[config.mk]
export PLATFORM = sky130hd
export DESIGN_NAME = bitpack_arbiter
export DESIGN_NICKNAME = d
export VERILOG_FILES = /design/src/rtl/bitpack_pkg.sv /design/src/rtl/bitpack_arbiter_chk.sv /design/src/rtl/rr_arbiter.sv /design/src/rtl/bitpack_arbiter.sv
export SDC_FILE = /design/constraint.sdc
export NUM_CORES = 1
export LEC_CHECK = 0
export BUFFER_PORTS_ARGS = -buffer_cell sky130_fd_sc_hd__buf_2
export CAP_MARGIN = 20
export CORE_MARGIN = 10
export CORE_UTILIZATION = 23
export DETAILED_ROUTE_END_ITERATION = 7
export GPL_TIMING_DRIVEN = 0
export PLACE_DENSITY_LB_ADDON = 0.08
export SLEW_MARGIN = 5
export SYNTH_ARGS = -nofsm -noshare
export SYNTH_HDL_FRONTEND = slang
export SYNTH_SLANG_ARGS = --single-unit
[constraint.sdc]
create_clock -name clk -period 2.5 [get_ports clk]
set_clock_uncertainty 0.2 [all_clocks]
set_input_delay 0.375 -clock clk [delete_from_list [all_inputs] [get_ports clk]]
set_output_delay 0.375 -clock clk [all_outputs]
set_load 0.03 [all_outputs]
[src/rtl/bitpack_pkg.sv]
// Shared defaults, code/size types and arbiter state encoding for bitpack_arbiter.
package bitpack_pkg;

    localparam int DEF_WIDTH = 16;
    localparam int DEF_SIZEW = 5;

    typedef logic [DEF_WIDTH-1:0] code_t;
    typedef logic [DEF_SIZEW-1:0] size_t;

    typedef enum logic [1:0] {
        IDLE  = 2'd0,
        GRANT = 2'd1,
        FLUSH = 2'd2,
        DONE  = 2'd3
    } arb_state_e;

endpackage

[src/rtl/bitpack_arbiter_chk.sv]
// Simulation checks on the requester side of bitpack_arbiter.
module bitpack_arbiter_chk #(
    parameter int NREQ  = 4,
    parameter int WIDTH = 16,
    parameter int SIZEW = 5
) (
    input logic                       clk,
    input logic                       rst,
    input logic [NREQ-1:0]            req_rdy,
    input logic [NREQ-1:0][SIZEW-1:0] req_size
);

    for (genvar i = 0; i < NREQ; i++) begin : g_size
        // An accepted beat must never claim more bits than the packer word holds.
        a_size_legal: assert property (@(posedge clk) disable iff (rst)
            req_rdy[i] |-> (req_size[i] <= SIZEW'(WIDTH)));
    end

endmodule

[src/rtl/rr_arbiter.sv]
// Combinational round-robin picker: first set request at or after ptr, wrapping.
module rr_arbiter #(
    parameter int NREQ = 4,
    parameter int IDXW = $clog2(NREQ)
) (
    input  logic [NREQ-1:0] req,
    input  logic [IDXW-1:0] ptr,
    output logic [NREQ-1:0] grant_oh,
    output logic [IDXW-1:0] grant_idx,
    output logic            any
);

    logic [IDXW-1:0] idx;

    // Scan NREQ slots starting at the pointer and keep the first hit.
    always_comb begin
        grant_oh  = '0;
        grant_idx = '0;
        any       = 1'b0;
        idx       = '0;
        for (int k = 0; k < NREQ; k++) begin
            idx = IDXW'((int'(ptr) + k) % NREQ);
            if (!any && req[idx]) begin
                any            = 1'b1;
                grant_oh[idx]  = 1'b1;
                grant_idx      = idx;
            end else begin
                any = any;
            end
        end
    end

endmodule

[src/rtl/bitpack_arbiter.sv]
// Packet-level round-robin front end for a shared code_shifter bit packer, with frame flush sequencing.
// Optional statistics outputs are enabled by defining BITPACK_ARB_STATS_EN.
module bitpack_arbiter
    import bitpack_pkg::*;
#(
    parameter int NREQ  = 4,
    parameter int WIDTH = DEF_WIDTH,
    parameter int SIZEW = DEF_SIZEW
) (
    input  logic                       clk,
    input  logic                       rst,
    input  logic [NREQ-1:0]            req_valid,
    input  logic [NREQ-1:0][WIDTH-1:0] req_code,
    input  logic [NREQ-1:0][SIZEW-1:0] req_size,
    input  logic [NREQ-1:0]            req_last,
    output logic [NREQ-1:0]            req_rdy,
    input  logic                       eof_req,
    output logic                       eof_done,
    output logic                       sh_ena,
    output logic [WIDTH-1:0]           sh_code,
    output logic [SIZEW-1:0]           sh_size,
    output logic                       sh_flush,
    input  logic                       sh_rdy
`ifdef BITPACK_ARB_STATS_EN
    ,
    output logic [31:0]                stat_bits,
    output logic [NREQ-1:0][15:0]      stat_pkts
`endif
);

    localparam int              IDXW     = $clog2(NREQ);
    localparam logic [SIZEW-1:0] SIZE_MAX = SIZEW'(WIDTH);

    arb_state_e      state;
    logic [IDXW-1:0] rr_ptr;
    logic [IDXW-1:0] gnt_idx;
    logic [NREQ-1:0] gnt_oh;
    logic            eof_pend;

    logic [NREQ-1:0] pick_oh;
    logic [IDXW-1:0] pick_idx;
    logic            pick_any;
    logic            can_take;
    logic            accept;
    logic [SIZEW-1:0] beat_size;

    rr_arbiter #(.NREQ(NREQ), .IDXW(IDXW)) u_rr (
        .req       (req_valid),
        .ptr       (rr_ptr),
        .grant_oh  (pick_oh),
        .grant_idx (pick_idx),
        .any       (pick_any)
    );

    bitpack_arbiter_chk #(.NREQ(NREQ), .WIDTH(WIDTH), .SIZEW(SIZEW)) u_chk (
        .clk      (clk),
        .rst      (rst),
        .req_rdy  (req_rdy),
        .req_size (req_size)
    );

    // Beat handshake toward the granted requester; oversize codes are clamped.
    always_comb begin
        can_take  = (state == GRANT) && (!sh_ena || sh_rdy);
        req_rdy   = can_take ? (gnt_oh & req_valid) : '0;
        accept    = |req_rdy;
        beat_size = (req_size[gnt_idx] > SIZE_MAX) ? SIZE_MAX : req_size[gnt_idx];
    end

    // Arbitration/flush FSM plus the output register feeding the packer.
    always_ff @(posedge clk) begin
        if (rst) begin
            state    <= IDLE;
            rr_ptr   <= '0;
            gnt_idx  <= '0;
            gnt_oh   <= '0;
            eof_pend <= 1'b0;
            sh_ena   <= 1'b0;
            sh_code  <= '0;
            sh_size  <= '0;
            sh_flush <= 1'b0;
            eof_done <= 1'b0;
        end else begin
            eof_done <= 1'b0;
            if (eof_req) begin
                eof_pend <= 1'b1;
            end

            // Zero-size beats are consumed without reaching the packer.
            if (accept && (beat_size != '0)) begin
                sh_ena  <= 1'b1;
                sh_code <= req_code[gnt_idx];
                sh_size <= beat_size;
            end else if (sh_rdy) begin
                sh_ena <= 1'b0;
            end

            case (state)
                IDLE: begin
                    // A same-cycle eof_req already outranks any waiting requester.
                    if (eof_pend || eof_req) begin
                        if (!sh_ena) begin
                            sh_flush <= 1'b1;
                            state    <= FLUSH;
                        end
                    end else if (pick_any) begin
                        gnt_idx <= pick_idx;
                        gnt_oh  <= pick_oh;
                        state   <= GRANT;
                    end
                end
                GRANT: begin
                    if (accept && req_last[gnt_idx]) begin
                        rr_ptr <= (gnt_idx == IDXW'(NREQ - 1)) ? '0 : gnt_idx + IDXW'(1);
                        state  <= IDLE;
                    end
                end
                FLUSH: begin
                    if (sh_rdy) begin
                        sh_flush <= 1'b0;
                        eof_done <= 1'b1;
                        state    <= DONE;
                    end
                end
                DONE: begin
                    eof_pend <= eof_req;
                    state    <= IDLE;
                end
                default: begin
                    state <= IDLE;
                end
            endcase
        end
    end

`ifdef BITPACK_ARB_STATS_EN
    // Bits handed to the packer per frame and packets completed per requester.
    always_ff @(posedge clk) begin
        if (rst) begin
            stat_bits <= '0;
            stat_pkts <= '0;
        end else begin
            if (state == DONE) begin
                stat_bits <= '0;
            end else if (sh_ena && sh_rdy) begin
                stat_bits <= stat_bits + 32'(sh_size);
            end
            if (accept && req_last[gnt_idx]) begin
                stat_pkts[gnt_idx] <= stat_pkts[gnt_idx] + 16'd1;
            end
        end
    end
`endif

endmodule

# Yosys cells after proc, flatten, opt, wreduce, memory -nomap -nowiden
# Index checks and enable logic that the tools add are counted.
[op_classes] eq_ne=10 bitwise_logic=6 add_sub_neg=4 muxes=51 reduce_logical=27 order_cmp=10
[ops] op="binary-select mux 16 bit (select 2 bit)" count=1
[ops] op="2-to-1 mux 1 bit" count=20
[ops] op="2-to-1 mux 2 bit" count=10
[ops] op="2-to-1 mux 4 bit" count=5
[ops] op="2-to-1 mux 16 bit" count=1
[ops] op="< comparator 2 x 3 -> 1 bit (second input constant)" count=5
[ops] op="bitwise OR 4 bit" count=3
[ops] op="binary-select mux 1 bit (select 2 bit)" count=5
[ops] op="binary-select mux 5 bit (select 2 bit)" count=1
[ops] op="logical AND 1 bit" count=10
[ops] op="2-to-1 mux 5 bit" count=2
[ops] op="demux 1 bit (select 2 bit)" count=4
[ops] op=">= comparator 2 x 1 -> 1 bit (second input constant)" count=4
[ops] op="one-hot mux 2 bit (4 select lines)" count=1
[ops] op="AND reduction 4 bit" count=2
[ops] op="equality test 2 bit (second input constant)" count=3
[ops] op="!= test 2 bit (second input constant)" count=3
[ops] op="!= test 3 bit (second input constant)" count=2
[ops] op="nonzero test 2 bit" count=3
[ops] op="greater-than comparator 5 bit (second input constant)" count=1
[ops] op="nonzero test 5 bit" count=1
[ops] op="adder 2 x 1 -> 2 bit (second input constant)" count=2
[ops] op="adder 2 bit (second input constant)" count=2
[ops] op="bitwise AND 4 bit" count=1
[ops] op="11 further kinds" count=16
[word_totals] out_inout_bits=28 ff_bits=35

# Longest topological paths before layout
# Gate-level depths: netlist (run 1).
[depth] ltp_word=15 depth_mapped=9 ltp_nobuf=7

# Hierarchy
# From an unflattened synthesis (run 1), not the netlist that was laid out.
[hier_totals] cells_unflattened=297 hier_area_um2=2856.5
[modules_own_cells] module="bitpack_arbiter" seq_area_each_um2=700.7 area_each_um2=2437.3 n_inst=1 cells_per_inst=252
[modules_own_cells] module="rr_arbiter" seq_area_each_um2=0.0 area_each_um2=419.2 n_inst=1 cells_per_inst=45

# Least setup slack after synthesis (run 1)
# OpenSTA, ideal clock, no wires.
[synth_path] path_kind="register to register" from="register rr_ptr[0]" to="register gnt_oh[0]" stages_incl_launch_ff=10 t_arrival_ns=2.286 setup_ns=0.070 path_slack_ns=-0.056 period_less_slack_ns=2.556 cell_sequence="dfxtp_1 clkbuf_1 inv_1 ha_1 buf_1 nor2_1 a21oi_1 o31ai_1 a21oi_1 a21oi_1"
[synth_between] elab_chain_cells=13 elab_cells_between_ends=49 cone_classes="3 x add/sub; 8 x order compare; 24 x mux; 3 x bitwise; 11 x reduce/logical"
[synth_lines] item="start, declared" line_no="bitpack_arbiter.sv:35" rtl="logic [IDXW-1:0] rr_ptr;"
[synth_lines] item="start signal, assigned" line_no="bitpack_arbiter.sv:114" rtl="rr_ptr <= (gnt_idx == IDXW'(NREQ - 1)) ? '0 : gnt_idx + IDXW'(1);"
[synth_lines] item="branches (longest 13 deep; another with < comparator 2 x 3 -> 1 bit)"
[synth_lines] item="end signal, assigned" line_no="bitpack_arbiter.sv:108" rtl="gnt_oh <= pick_oh;"
[synth_lines] item="end, declared" line_no="bitpack_arbiter.sv:37" rtl="logic [NREQ-1:0] gnt_oh;"
# Parallel ways; which one is timed is not known. The select of a mux whose other input is x is not followed.
# A chain may end at the register's enable or synchronous reset.

# Worst setup path in the final report (run 1)
[layout_path] from="register gnt_idx[0]" to="register sh_code[1]"
[layout_between] elab_chain_cells=6 elab_cells_between_ends=8 cone_classes="1 x order compare; 5 x mux; 2 x reduce/logical"
[layout_lines] item="start, declared" line_no="bitpack_arbiter.sv:36" rtl="logic [IDXW-1:0] gnt_idx;"
[layout_lines] item="start signal, assigned" line_no="bitpack_arbiter.sv:107" rtl="gnt_idx <= pick_idx;"
[layout_lines] item="binary-select mux 5 bit (select 2 bit)" line_no="bitpack_arbiter.sv:67" rtl="beat_size = (req_size[gnt_idx] > SIZE_MAX) ? SIZE_MAX : req_size[gnt_idx];"
[layout_lines] item="2-to-1 mux 5 bit (not written as such)" line_no="bitpack_arbiter.sv:67"
[layout_lines] item="greater-than comparator 5 bit" line_no="bitpack_arbiter.sv:67"
[layout_lines] item="2-to-1 mux 5 bit" line_no="bitpack_arbiter.sv:67"
[layout_lines] item="nonzero test 5 bit" line_no="bitpack_arbiter.sv:90" rtl="if (accept && (beat_size != '0)) begin"
[layout_lines] item="logical AND 1 bit" line_no="bitpack_arbiter.sv:90"
[layout_lines] item="end signal, assigned" line_no="bitpack_arbiter.sv:92" rtl="sh_code <= req_code[gnt_idx];"
[layout_lines] item="end, declared" line_no="bitpack_arbiter.sv:20" rtl="output logic [WIDTH-1:0] sh_code,"
# Parallel ways exist; a longest one is shown, timed or not. The select of a mux whose other input is x is not followed.

==> run_results.csv, run 1 <==
group,metric,value,unit
finish,regArea,704,um^2
setup_path,crit_end,"sh_code[1]",
timing,max_freq,394,MHz
global_routing,grt_pass1_wl,13500,um
timing,rsz_0062_raised_after_global_routing,"true",
logic_synthesis,synth-simple-area-share,14.3,%
clock_tree,clkSlewWorstSetupHoldPaths,0.08,ns
logic_synthesis,yosysWarningCount,0,
clock_tree,clock_tree.htree_level_count,2,
global_routing,grt-ovfl-total,0,
floorplanning,start_util,23.6,%
finish,layout-area-overhead-vs-synth,42.5,%
pwr,cellLeakagePower,1.60,nW
detailed_routing,vias,2483,
floorplanning,die_h,123,um
timing,worst_slack,-0.0396,ns
logic_synthesis,synthesis.instances,249,
clock_tree,tritoncts,"built",
finish,diodes,0,
timing,post-route-period-util,102,%
timing,setup_viol_count_final,6,
setup_path,timing.critical_path.arrival,2.51,ns
detailed_routing,vias_per_cell,4.69,
logic_synthesis,synthAdderAreaFrac,4.62,%
floorplanning,design.die.area,0.0151,mm^2
timing,final_max_slew_viol_count,0,
outcome,failed_checks,"setup timing",
setup_path,startpoint_type,"register",
logic_synthesis,synthesis.area,0.00244,mm^2
logic_synthesis,synth.avg_cell_area,9.79,um^2
logic_synthesis,synth_xor_xnor_area_share,0,%
timing,final-hold-violation-count,0,
global_routing,grt_start_max_net_pins,11,
clock_tree,clockBufferDepth,2,
floorplanning,floorplan.rows,37,
setup_path,critical_path_peak_fanout,5,
detailed_routing,ant_nets,0,
outcome,run_status,"complete, but fails checks",
global_routing,grt_pass1_vias,2588,
logic_synthesis,synth-seq-area-share,28.7,%
setup_path,critPathLaunch,"gnt_idx[0]",
logic_synthesis,postSynthNetCount,354,
detailed_routing,wl,8860,um
timing,maxSlewHeadroom,40.7,%
placement,port-buffer-count,122,
pwr,power.ir.vdd_worst,0.159,mV
clock_tree,numCtsBuffers,5,
logic_synthesis,synth.distinct_cells,40,
floorplanning,core,0.0103,mm^2
logic_synthesis,synth.ff_latch_count,35,
min_path,timing.hold.worst.class,"input pin to register",
clock_tree,holdBufCountCts,0,
placement,dp_hpwl,7260,um
finish,drive_above_1_share,47.1,%
detailed_routing,drt_drc_violations_left,0,
timing,final.setup.tns,-0.180,ns
pwr,power_per_cell_area,412,mW/mm^2
logic_synthesis,muxShareOfSynthArea,32.2,%
clock_tree,cts.sinks,35,
finish,nNetsFinal,497,
floorplanning,design.portCount,124,
setup_path,cp_data_required_time,2.47,ns
global_routing,antenna_violations_before_repair,0,
setup_path,timing.reg2reg.worst_path_depth,8,
timing,final.min_clock_period,2.54,ns
setup_path,reg2reg_slack,-0.04,ns
clock_tree,cts-root-buf,"sky130_fd_sc_hd__clkbuf_8",
placement,gp_routability_congestion,0.710,
setup_path,timing.rr.end,"sh_code[1]",
global_routing,grtUsageTotal,11.3,%
detailed_routing,avgRoutedWirePerCell,16.7,um
placement,worst_case_setup_slack_after_placement,-0.507,ns
detailed_routing,drtPass1Iterations,4,
logic_synthesis,largest_family_of_logic_cells_by_synthesized_area,"multiplexers",
detailed_routing,dr_iter_0_viols,157,
setup_path,r2r_start,"gnt_idx[0]",
finish,fillers,1088,
setup_path,cp-end-kind,"register",
floorplanning,fp.dieW,123,um
setup_path,setup.worst_path.class,"register to register",
timing,tightestPinTransition,0.882,ns
run,maxCapViolCount,0,
finish,multi_input_comb_area,0.00163,mm^2
logic_synthesis,synth-compound-area-share,15.2,%
clock_tree,clkLatencyLatePin,0.29,ns
==> cell type report <==
cell class	instances	area share, %
Timing Repair Buffer	137	21.8
Tap cell	136	4.90
Inverter	6	0.756
Sequential cell	35	20.3
Buffer	18	2.92
Clock inverter	1	0.144
Clock buffer	7	2.20
Multi-Input combinational cell	189	47.0
==> per-layer routing <==
metal  up-vias  track usage, %  part of all wire, %
met1      1191            13.6                   42
met4         0            2.84                  1.0
met3         8            2.78                  5.0
met5         -               0                    0
li1       1219               -                    -
met2        65            19.5                   52
==> synth_stat cells <==
| cell type | n | area [um^2] |
|---|---|---|
| sky130_fd_sc_hd__nor2_1 | 37 | 139 |
| sky130_fd_sc_hd__dfxtp_1 | 35 | 701 |
| sky130_fd_sc_hd__a21oi_1 | 27 | 135 |
| sky130_fd_sc_hd__mux4_2 | 25 | 563 |
| sky130_fd_sc_hd__mux2i_1 | 21 | 210 |
| sky130_fd_sc_hd__nand2_1 | 15 | 56.3 |
| sky130_fd_sc_hd__clkbuf_1 | 14 | 52.6 |
| sky130_fd_sc_hd__ha_1 | 9 | 113 |
| sky130_fd_sc_hd__o21ai_0 | 9 | 45.0 |
| sky130_fd_sc_hd__inv_1 | 6 | 22.5 |
| sky130_fd_sc_hd__nand3b_1 | 5 | 37.5 |
| sky130_fd_sc_hd__a22oi_1 | 4 | 30.0 |
| sky130_fd_sc_hd__nor3_1 | 3 | 15.0 |
| sky130_fd_sc_hd__o211ai_1 | 3 | 22.5 |
| sky130_fd_sc_hd__a21boi_0 | 2 | 15.0 |
| sky130_fd_sc_hd__a22o_1 | 2 | 17.5 |
| sky130_fd_sc_hd__buf_6 | 2 | 22.5 |
| sky130_fd_sc_hd__nand2b_1 | 2 | 12.5 |
| sky130_fd_sc_hd__nand3_1 | 2 | 10.0 |
| sky130_fd_sc_hd__nor2b_1 | 2 | 12.5 |
| sky130_fd_sc_hd__nor4_1 | 2 | 12.5 |
| sky130_fd_sc_hd__o21bai_1 | 2 | 15.0 |
| sky130_fd_sc_hd__o31ai_1 | 2 | 15.0 |
| sky130_fd_sc_hd__o32ai_1 | 2 | 17.5 |
| sky130_fd_sc_hd__a221oi_1 | 1 | 8.76 |
| sky130_fd_sc_hd__a31oi_1 | 1 | 6.26 |
| sky130_fd_sc_hd__a41o_1 | 1 | 10.0 |
| sky130_fd_sc_hd__and3_1 | 1 | 6.26 |
| sky130_fd_sc_hd__and3b_1 | 1 | 8.76 |
| sky130_fd_sc_hd__buf_1 | 1 | 3.75 |
| sky130_fd_sc_hd__buf_2 | 1 | 5.00 |
| sky130_fd_sc_hd__buf_8 | 1 | 15.0 |
| sky130_fd_sc_hd__mux2_2 | 1 | 11.3 |
| sky130_fd_sc_hd__nor3b_1 | 1 | 7.51 |
| sky130_fd_sc_hd__nor4b_1 | 1 | 8.76 |
| sky130_fd_sc_hd__nor4bb_1 | 1 | 10.0 |
| sky130_fd_sc_hd__o21bai_4 | 1 | 18.8 |
| sky130_fd_sc_hd__o22ai_1 | 1 | 6.26 |
| sky130_fd_sc_hd__o41ai_1 | 1 | 8.76 |
| sky130_fd_sc_hd__or4_4 | 1 | 11.3 |
==> flip-flops by register name (all words and copies together), names as in the netlist <==
register  count
eof_pend      1
eof_done      1
gnt_idx       2
gnt_oh        4
sh_code      16
rr_ptr        2
sh_flush      1
sh_size       5
state         2
sh_ena        1
==> logic make-up after synthesis <==
kind of cell	Yosys count
DFF	35
and+or+nand+nor	74
muxes	47
buffers and inverters	25
AOI/OAI and AO/OA	59
adders and majority gates	9
==> what timing repair did <==
action / in CTS / in global routing
resized for setup: 12 / 11
endpoints found under the hold margin: 0 / 0
buffers inserted: 7 / 6
endpoints found under the setup margin: 21 / 21
cloned: 1 / 0
pin swaps: 3 / 0
==> per-stage QoR <==
| stage | total power [mW] | cells | hold WS [ns] | util [%] | area (um^2) |
|---|---|---|---|---|---|
| after global routing | 1.52 | 529 | 0.126 | 33.7 | 3470 |
| after floorplan | 0.868 | 249 | 0.274 | - | 2440 |
| after global placement | 1.01 | 507 | 0.269 | 31.2 | 3220 |
| after detailed placement | 1.02 | 508 | 0.274 | 31.3 | 3230 |
| after CTS | 1.45 | 524 | 0.117 | 33.1 | 3420 |
| final | 1.43 | 529 | 0.121 | 33.7 | 3470 |
==> how the worst min path moves through the flow <==
stage            endpoint  cells past startpoint  slack (ns)  startpoint
2_1_floorplan    eof_pend                      2        0.27    eof_pend
3_3_place_gp   sh_code[1]                      2        0.27  sh_code[1]
3_5_place_dp   sh_size[4]                      2        0.27  sh_size[4]
4_1_cts          eof_pend                      3        0.12     eof_req
5_1_grt          eof_pend                      3        0.13     eof_req
6_report         eof_pend                      3        0.12     eof_req
==> cells in the final DEF (no fill, tap or decap), drive strengths merged, types with 2 or more instances in the layout <==
cell type	n
buf	143
nor2	37
dfxtp	35
a21oi	27
mux4	25
mux2i	21
clkbuf	18
nand2	15
o21ai	9
ha	9
inv	5
nand3b	5
a22oi	4
o211ai	3
nor3	3
o21bai	3
nand2b	2
nor2b	2
a22o	2
nor4	2
o32ai	2
nand3	2
o31ai	2
a21boi	2
==> worst max-delay path, cell delays in order, from the launching register on <==
cell,delay (ns)
sky130_fd_sc_hd__dfxtp_2,0.34
sky130_fd_sc_hd__buf_6,0.12
sky130_fd_sc_hd__mux4_2,0.52
sky130_fd_sc_hd__or4_4,0.56
sky130_fd_sc_hd__o21bai_4,0.19
sky130_fd_sc_hd__buf_6,0.14
sky130_fd_sc_hd__buf_16,0.12
sky130_fd_sc_hd__mux2i_1,0.18
sky130_fd_sc_hd__nor2_1,0.05
==> report_power, final <==
group / internal (mW) / switching, mW
registers: 0.585 / 0.0221
logic: 0.220 / 0.200
clock network: 0.196 / 0.210
total: 1.00 / 0.432
(Power assumes the default switching activity.)
==> run 2, diff against run 1 <==
- SYNTH_HIERARCHICAL: default -> 1
==> run 2 against run 1 <==
Compared with the run above:
- the flow now finishes without violations
- first-iteration DRC count shrank 9.6%
- critical path type unchanged
- sequential share of layout area shrank 2.3 points
- final cell count grew 14%
- area after synthesis grew 17%
- wire length grew 24%
- count of clock-buffer cells in the layout grew 1
- maximum frequency grew 7.6%
==> run_results.csv, run 2 <==
group,metric,value,unit
finish,largest_register_ff_count,16,
setup_path,critical_path.cell_chain,"inv_2 -> ha_4 -> mux4_2 -> buf_6 -> nor3_2 -> nand2b_1 -> or4b_4 -> nor2_4 -> nand2_2 -> a21oi_2",
placement,placement.cell_area,0.00370,mm^2
finish,most-common-layout-cells,"sky130_fd_sc_hd__buf_2, sky130_fd_sc_hd__dfxtp_1, sky130_fd_sc_hd__nand3_1, sky130_fd_sc_hd__mux4_2",
detailed_routing,dr_iter_0_viols,142,
setup_path,startpoint_type,"register",
timing,setup_viol_count_final,0,
clock_tree,cts-root-buf,"sky130_fd_sc_hd__clkbuf_16",
clock_tree,cts.sinks,35,
finish,finish.instance_area,0.00393,mm^2
global_routing,antenna_violations_before_repair,2,
logic_synthesis,synth_most_common_cell,"sky130_fd_sc_hd__dfxtp_1",
setup_path,critical_path.max_stage_delay,0.53,ns
floorplanning,die_h,131,um
finish,post_layout_nonfiller_instances,601,
logic_synthesis,ys_top_cells_by_count,"sky130_fd_sc_hd__dfxtp_1, sky130_fd_sc_hd__nand3_1, sky130_fd_sc_hd__mux4_2, sky130_fd_sc_hd__nand2_1, sky130_fd_sc_hd__nor2b_1",
floorplanning,design.portCount,124,
clock_tree,numCtsBuffers,5,
detailed_routing,avgRoutedWirePerCell,18.3,um
min_path,timing.hold.worst.class,"input pin to register",
clock_tree,clockBufferDepth,2,
placement,gp_routability_congestion,0.766,
logic_synthesis,synth_largest_area_cell,"sky130_fd_sc_hd__dfxtp_1",
pwr,cellLeakagePower,1.56,nW
finish,layout_commonest_cell,"sky130_fd_sc_hd__buf_2",
logic_synthesis,synth_area_leaders,"sky130_fd_sc_hd__dfxtp_1, sky130_fd_sc_hd__mux4_2, sky130_fd_sc_hd__nand3_1, sky130_fd_sc_hd__a32oi_1, sky130_fd_sc_hd__o211ai_2",
setup_path,critical_path.top_delay_family,"simple AND/OR/NAND/NOR gates",
logic_synthesis,yosysWarningCount,6,
timing,post-route-period-util,94.4,%
floorplanning,floorplan.rows,40,
logic_synthesis,synth-seq-area-share,24.5,%
setup_path,worstPathBufferInverterCount,2,
setup_path,cp_data_required_time,2.51,ns
timing,fin_worst_hold_slack,0.145,ns
global_routing,grt_pass1_vias,3242,
global_routing,grt_start_max_net_pins,11,
clock_tree,clkSlewWorstSetupHoldPaths,0.06,ns
run,maxCapViolCount,0,
clock_tree,clock_tree.htree_level_count,2,
setup_path,critical_path_peak_fanout,8,
floorplanning,fp.dieW,131,um
finish,layout_top_registers,"sh_code: 16 flops, sh_size: 5 flops, gnt_oh: 4 flops",
finish,drive_above_1_share,49.0,%
timing,final_max_slew_viol_count,0,
floorplanning,core,0.0121,mm^2
finish,regMostFlops,"sh_code",
logic_synthesis,ys_async_sr_fraction,0,%
logic_synthesis,synthesis.area,0.00286,mm^2
logic_synthesis,yosys.area.top_type_share,24.5,%
placement,dp_hpwl,8620,um
timing,final.min_clock_period,2.36,ns
setup_path,timing.critical_path.arrival,2.37,ns
detailed_routing,wl,11000,um
floorplanning,design.die.area,0.0173,mm^2
global_routing,grt-ovfl-total,0,
placement,port-buffer-count,122,
global_routing,grt_pass1_wl,17900,um
setup_path,cp-end-kind,"register",
placement,worst_case_setup_slack_after_placement,-0.307,ns
timing,worst_slack,0.140,ns
clock_tree,clkLatencyLatePin,0.28,ns
timing,maxSlewHeadroom,60.6,%
detailed_routing,vias_per_cell,4.99,
global_routing,grtUsageTotal,12.5,%
finish,layout-area-overhead-vs-synth,37.6,%
pwr,power_per_cell_area,412,mW/mm^2
setup_path,setup.worst_path.class,"register to register",
placement,post-place-cells,587,
detailed_routing,ant_nets,0,
logic_synthesis,synth_enable_flop_cells,0,
finish,nNetsFinal,532,
detailed_routing,drt_drc_violations_left,0,
logic_synthesis,synth.distinct_cells,44,
timing,rsz_0062_raised_after_global_routing,"false",
floorplanning,start_util,23.6,%
detailed_routing,drtPass1Iterations,4,
logic_synthesis,ys_flop_type,"sky130_fd_sc_hd__dfxtp_1",
logic_synthesis,postSynthNetCount,399,
logic_synthesis,synth.ff_latch_count,35,
setup_path,critPathSlowestCell,"sky130_fd_sc_hd__or4b_4",
timing,tightestPinTransition,0.588,ns
logic_synthesis,synthesis.instances,297,
clock_tree,tritoncts,"built",
pwr,power.ir.vdd_worst,0.212,mV
timing,final-hold-violation-count,0,
logic_synthesis,synth.avg_cell_area,9.62,um^2
detailed_routing,vias,2996,
outcome,run_status,"finished clean",
timing,max_freq,424,MHz
[run 2: cell count changes after synthesis, sizes merged, moves of 8 or more]
cell    delta
o211ai    +14
nor2b     +16
nand3     +37
a32oi     +15
nor2      -26
a21oi     -14
mux2i     -16
o21ai      +8
buf        +8
[run 2: routing by layer]
layer	vias to the layer above	global-route usage (%)	share of wire (%)	routed length, um
met5	-	0	0	0
met4	0	2.78	0.74	81
met3	4	3.35	6.5	714
met2	111	21.0	48	5260
met1	1441	15.5	45	4950
li1	1440	-	-	-
[run 2: logic make-up (layout without fill, tap and decap cells)]
| group | count (synthesis) | in the layout | synth area share [%] |
|---|---|---|---|
| compound gates | 84 | 84 | 22.1 |
| fa+ha+maj | 6 | 6 | 2.63 |
| buf+inv | 34 | 168 | 6.22 |
| flops | 35 | 35 | 24.5 |
| mux | 34 | 34 | 23.3 |
| other cells | 0 | 2 | 0 |
| simple gates | 104 | 104 | 21.2 |
[run 2: worst reg2reg max path, cell delays in order (launching register included)]
cell and delay, ns:
sky130_fd_sc_hd__dfxtp_4 0.35, sky130_fd_sc_hd__inv_2 0.10, sky130_fd_sc_hd__ha_4 0.23, sky130_fd_sc_hd__mux4_2 0.22, sky130_fd_sc_hd__buf_6 0.12, sky130_fd_sc_hd__nor3_2 0.05
sky130_fd_sc_hd__nand2b_1 0.09, sky130_fd_sc_hd__or4b_4 0.53, sky130_fd_sc_hd__nor2_4 0.20, sky130_fd_sc_hd__nand2_2 0.09, sky130_fd_sc_hd__a21oi_2 0.12
[run 2: what timing repair did]
| item | CTS | global route |
|---|---|---|
| hold buffers | 0 | 0 |
| pin swaps | 2 | 5 |
| setup endpoints to repair | 7 | 11 |
| resized for setup | 10 | 11 |
| setup buffers | 6 | 0 |
[run 2: final timing paths]
| check | startpoint | endpoint | slack, ns | cells past startpoint |
|---|---|---|---|---|
| worst max-delay path | rr_ptr[1] | gnt_oh[1] | 0.14 | 10 |
| worst max register to register | rr_ptr[1] | gnt_oh[1] | 0.14 | 10 |
| worst min-delay path | eof_req | eof_pend | 0.14 | 3 |
| worst min register to register | sh_size[4] | sh_size[4] | 0.28 | 2 |
[run 2: layout make-up]
cell class | count | area, um^2
clock buffer | 8 | 156
inverter | 6 | 27.5
antenna | 2 | 5.00
tap | 168 | 210
timing repair buffer | 128 | 659
buffer | 26 | 141
sequential | 35 | 708
fill | 1320 | 8180
multi-input combinational | 228 | 2020
[run 2: report_power, final]
group          internal (mW)  switching (mW)  total (mW)  leakage [nW]
Clock                  0.425           0.246       0.670        0.0772
Combinational          0.165           0.195       0.360          1.20
Sequential             0.572          0.0155       0.588         0.285
Total                   1.16           0.456        1.62          1.56
[run 2: metrics by stage]
step                      util (%)  setup TNS [ns]  total power [mW]
after global placement        30.6           -2.11             0.953
after CTS                     32.4               0              1.64
after global routing          32.4               0              1.70
after detailed placement      30.6           -1.92             0.957
after floorplan                  -               0             0.809
final                         32.5               0              1.62
